--- src/rtl/dmem_arbiter.sv ---
// Data-memory arbiter: MEM-stage CPU port vs. host/debug port.
// CPU has default priority; a starvation counter and host_lock give the host progress.
module dmem_arbiter #(
   parameter int AW       = 20,
   parameter int DW       = 64,
   parameter int MAX_WAIT = 8
) (
   input  logic          clk,
   input  logic          rst_n,
   input  logic          cpu_req,
   input  logic          cpu_we,
   input  logic [AW-1:0] cpu_addr,
   input  logic [DW-1:0] cpu_wdata,
   output logic          cpu_stall,
   output logic          cpu_rvalid,
   output logic [DW-1:0] cpu_rdata,
   input  logic          host_req,
   input  logic          host_we,
   input  logic [AW-1:0] host_addr,
   input  logic [DW-1:0] host_wdata,
   input  logic          host_lock,
   output logic          host_gnt,
   output logic          host_rvalid,
   output logic [DW-1:0] host_rdata,
   output logic          mem_en,
   output logic          mem_we,
   output logic [AW-1:0] mem_addr,
   output logic [DW-1:0] mem_wdata,
   input  logic [DW-1:0] mem_rdata
);

   localparam logic CPU_PRI  = 1'b0;
   localparam logic HOST_PRI = 1'b1;

   localparam logic [7:0] WAIT_LAST = 8'(MAX_WAIT - 1);

   logic       state_q;
   logic       state_d;
   logic [7:0] wait_cnt;
   logic [7:0] wait_d;
   logic       rd_pend_q;
   logic       rd_owner_q;
   logic       cpu_grant;
   logic       host_grant;
   logic       rd_grant;

   // Grants are gated by rst_n so nothing reaches memory during reset.
   always_comb begin
      cpu_grant  = 1'b0;
      host_grant = 1'b0;
      if (!rst_n) begin
         cpu_grant  = 1'b0;
         host_grant = 1'b0;
      end else if (host_lock) begin
         host_grant = host_req;
      end else if (state_q == HOST_PRI) begin
         host_grant = host_req;
         cpu_grant  = cpu_req & ~host_req;
      end else begin
         cpu_grant  = cpu_req;
         host_grant = host_req & ~cpu_req;
      end
   end

   always_comb begin
      mem_en    = 1'b0;
      mem_we    = 1'b0;
      mem_addr  = '0;
      mem_wdata = '0;
      if (host_grant) begin
         mem_en    = 1'b1;
         mem_we    = host_we;
         mem_addr  = host_addr;
         mem_wdata = host_wdata;
      end else if (cpu_grant) begin
         mem_en    = 1'b1;
         mem_we    = cpu_we;
         mem_addr  = cpu_addr;
         mem_wdata = cpu_wdata;
      end
   end

   always_comb begin
      state_d = state_q;
      wait_d  = wait_cnt;
      if (host_lock) begin
         state_d = CPU_PRI;
         wait_d  = '0;
      end else begin
         if (host_grant || !host_req) begin
            wait_d = '0;
         end else if (wait_cnt < WAIT_LAST) begin
            wait_d = wait_cnt + 8'd1;
         end
         // Host has waited its full budget: flip priority for its next try.
         if (state_q == CPU_PRI) begin
            if (host_req && !host_grant && wait_cnt == WAIT_LAST) begin
               state_d = HOST_PRI;
            end
         end else begin
            if (host_grant || !host_req) begin
               state_d = CPU_PRI;
            end
         end
      end
   end

   assign rd_grant = (host_grant & ~host_we) | (cpu_grant & ~cpu_we);

   always_ff @(posedge clk or negedge rst_n) begin
      if (!rst_n) begin
         state_q    <= CPU_PRI;
         wait_cnt   <= '0;
         rd_pend_q  <= 1'b0;
         rd_owner_q <= 1'b0;
      end else begin
         state_q    <= state_d;
         wait_cnt   <= wait_d;
         rd_pend_q  <= rd_grant;
         rd_owner_q <= host_grant;
      end
   end

   assign cpu_stall   = cpu_req & ~cpu_grant;
   assign host_gnt    = host_grant;
   assign cpu_rvalid  = rd_pend_q & ~rd_owner_q;
   assign host_rvalid = rd_pend_q & rd_owner_q;
   assign cpu_rdata   = mem_rdata;
   assign host_rdata  = mem_rdata;

endmodule

--- config.mk ---
export PLATFORM = sky130hd
export DESIGN_NAME = dmem_arbiter
export DESIGN_NICKNAME = d
export VERILOG_FILES = /design/src/rtl/dmem_arbiter.sv
export SDC_FILE = /design/constraint.sdc
export NUM_CORES = 1
export LEC_CHECK = 0
export BUFFER_PORTS_ARGS = -buffer_cell sky130_fd_sc_hd__buf_2
export CORE_AREA = 4 4 175 177
export CTS_BUF_LIST = sky130_fd_sc_hd__clkbuf_4 sky130_fd_sc_hd__clkbuf_8 sky130_fd_sc_hd__clkbuf_16
export CTS_CLUSTER_SIZE = 16
export DETAILED_ROUTE_END_ITERATION = 6
export DIE_AREA = 0 0 179 181
export GPL_TIMING_DRIVEN = 0
export SLEW_MARGIN = 30
export SYNTH_ARGS = -nofsm -noshare
export SYNTH_HDL_FRONTEND = slang
export SYNTH_SLANG_ARGS = --single-unit
--- constraint.sdc ---
create_clock -name clk -period 3.9 [get_ports clk]
set_input_delay 0.585 -clock clk [delete_from_list [all_inputs] [get_ports clk]]
set_output_delay 0.585 -clock clk [all_outputs]
set_load 0.05 [all_outputs]
==> summary.txt <==
number of port buffers = 392
RSZ-0062 raised after global routing = false
ANT cells = 0
initial core utilization = 0.0791
Vias = 3,540
Area Overhead vs Synth = 109%
area taken by multi-input logic gates = 985 um^2
vias per inst = 3.31
Final setup viols = 0
H-Tree Level Count = 1
Mapped Cells = 282
initial antenna violation count = 3
Max FO, Critical Path = 16
gr usage total = 0.0821
hold crit path type = input port to async pin
dpl cell area = 4760 um^2
Worst Setup Start Kind = input port
fin area = 4850 um^2
Post-synth EDFFs = 0
commonest cells after routing, fill and taps aside = buf_2, buf_4, a22o_1
Die Wd = 179 um
Tmin final = 3.23 ns
number of global-route vias before repair = 3,450
Least-Margin Pin Slew = 0.554 ns
post-CTS setup repair buffer count = 0
DRT Wirelength = 15,600 um
predominant post-synthesis flop cell = dfrtp_1
fin util = 0.166
ratio of cells with drive above 1 in the final layout = 0.795
post-synth top area share = 0.415
Routed Antenna Nets = 0
CTS Hold Bufs = 0
Root Buffer = clkbuf_16
Synthesized Nets = 522
Final HPWL DP = 14,200 um
reg2reg path depth = 3
IO Pins = 457
distinct cell type count after synthesis = 31
largest net degree at the start of global routing = 17
Die H = 181 um
hold_ws = 0.253 ns
worst r2r src = wait_cnt[4]
Power Dens Cells = 243 nW/um^2
top cell type by total area after synthesis = buf_4
crit path kind = input port to primary output
DR DRC count = 0
worst vdd ir = 0.151 mV
DR pass1 iterations = 4
maxcap violations = 0
final setup TNS = 0 ns
DR WL/cell = 14.6 um
max_slew headroom = 0.631
commonest non-fill, non-tap cell in the layout = buf_2
Worst Skew = 0.000589 ns
Resize count post-CTS = 0
LEAKAGE = 2.93 nW
clock sinks = 11
fmax = 310 MHz
nets = 919
global-route wire length before repair = 19,900 um
TritonCTS clock tree = yes
CTS clock-pin slew for the worst setup and hold paths = 0.04 ns
FF-to-FF End = wait_cnt[0]
post-synthesis sequential area ratio = 0.119
CTS max path bufs = 2
ys async rst share = 1.00
final hold vios = 0
Fillers = 3,315
std cell rows = 63
Final period util = 0.828
worst skew pair latency = 0.24 ns
Seq cells post-synth = 11
top post-synthesis cells by area = buf_4, a22o_1, dfrtp_1
CTS buffer count = 3
CP required = 3.31 ns
Setup crit end = mem_wdata[55]
crit path from = rst_n
Worst Path Arrival = 2.64 ns
Syn Area/Cell = 8.20 um^2
CP endpoint kind = primary output
GP Congestion = 0.718
DRT iter0 DRCs = 106
Synth Warn # = 0
grt ovf = 0
pins over their slew limit = 0
Register Area = 275 um^2
core area = 29,200 um^2
flop-to-flop setup slack = 2.40 ns
full die area = 32,400 um^2
Cell Area, Synth = 2310 um^2
status = complete, no violations
==> metal layers <==
metal,vias up,share of wire,track usage
met5,-,0.00083,0
met4,2,0.0044,0.00645
met3,11,0.15,0.0287
met2,271,0.48,0.149
met1,1561,0.36,0.0959
li1,1695,-,-
==> where the power goes <==
group / leakage (nW) / switching (mW) / internal, mW / total, mW
logic: 2.74 / 0.596 / 0.268 / 0.864
registers: 0.152 / 0.00130 / 0.117 / 0.118
clock network: 0.0416 / 0.0512 / 0.144 / 0.195
==> critical path: stages <==
cell and delay, ns:
buf_2 0.31, and4b_1 0.25, clkbuf_1 0.23, buf_2 0.40, buf_2 0.33, a22o_1 0.18, buf_2 0.33
==> layout make-up <==
type | count | share of cell area
multi-input cells | 122 | 0.203
well taps | 390 | 0.101
repair buffers | 392 | 0.405
flip-flops and latches | 11 | 0.0568
inverters | 2 | 0.00155
plain buffers | 147 | 0.216
clock buffers | 4 | 0.0170
==> sequential cells by signal (all words and copies together) (netlist names) <==
name        flops
state_q         1
rd_pend_q       1
rd_owner_q      1
wait_cnt        8
==> cell families (layout without fill, tap and decap cells) <==
group / Yosys count / after routing / share of synthesized area
flip-flops: 11 / 11 / 0.119
AO/OA/AOI/OAI: 98 / 98 / 0.359
buffers and inverters: 149 / 545 / 0.455
adder cells (fa/ha/maj): 1 / 1 / 0.00541
AND/OR/NAND/NOR: 23 / 23 / 0.0611
==> metrics by stage <==
step | worst slack [ns] | instances | total power, mW
2_1_floorplan | 1.22 | 282 | 0.747
5_1_grt | 0.335 | 1068 | 1.23
4_1_cts | 0.463 | 1068 | 1.19
3_5_place_dp | 0.466 | 1064 | 0.989
3_3_place_gp | 0.481 | 1064 | 0.988
6_report | 0.670 | 1068 | 1.18
==> cells in the mapped netlist (all sizes together) (2+ instances only) <==
cell type,count
buf,141
and2,6
a21oi,3
nand2,2
inv,2
dfrtp,11
a22o,85
clkbuf,6
nor2,4
nor2b,2
a31oi,3
o21ai,2
==> how the worst min path moves through the flow <==
stage                     start    endpoint  slack [ns]
final                     rst_n  rd_owner_q        0.25
after global routing      rst_n  rd_owner_q        0.28
after CTS                 rst_n  rd_owner_q        0.26
after detailed placement  rst_n  rd_owner_q        0.52
after global placement    rst_n  rd_owner_q        0.52
after floorplan           rst_n  rd_owner_q        0.29
Power figures use the tool's default switching activity.
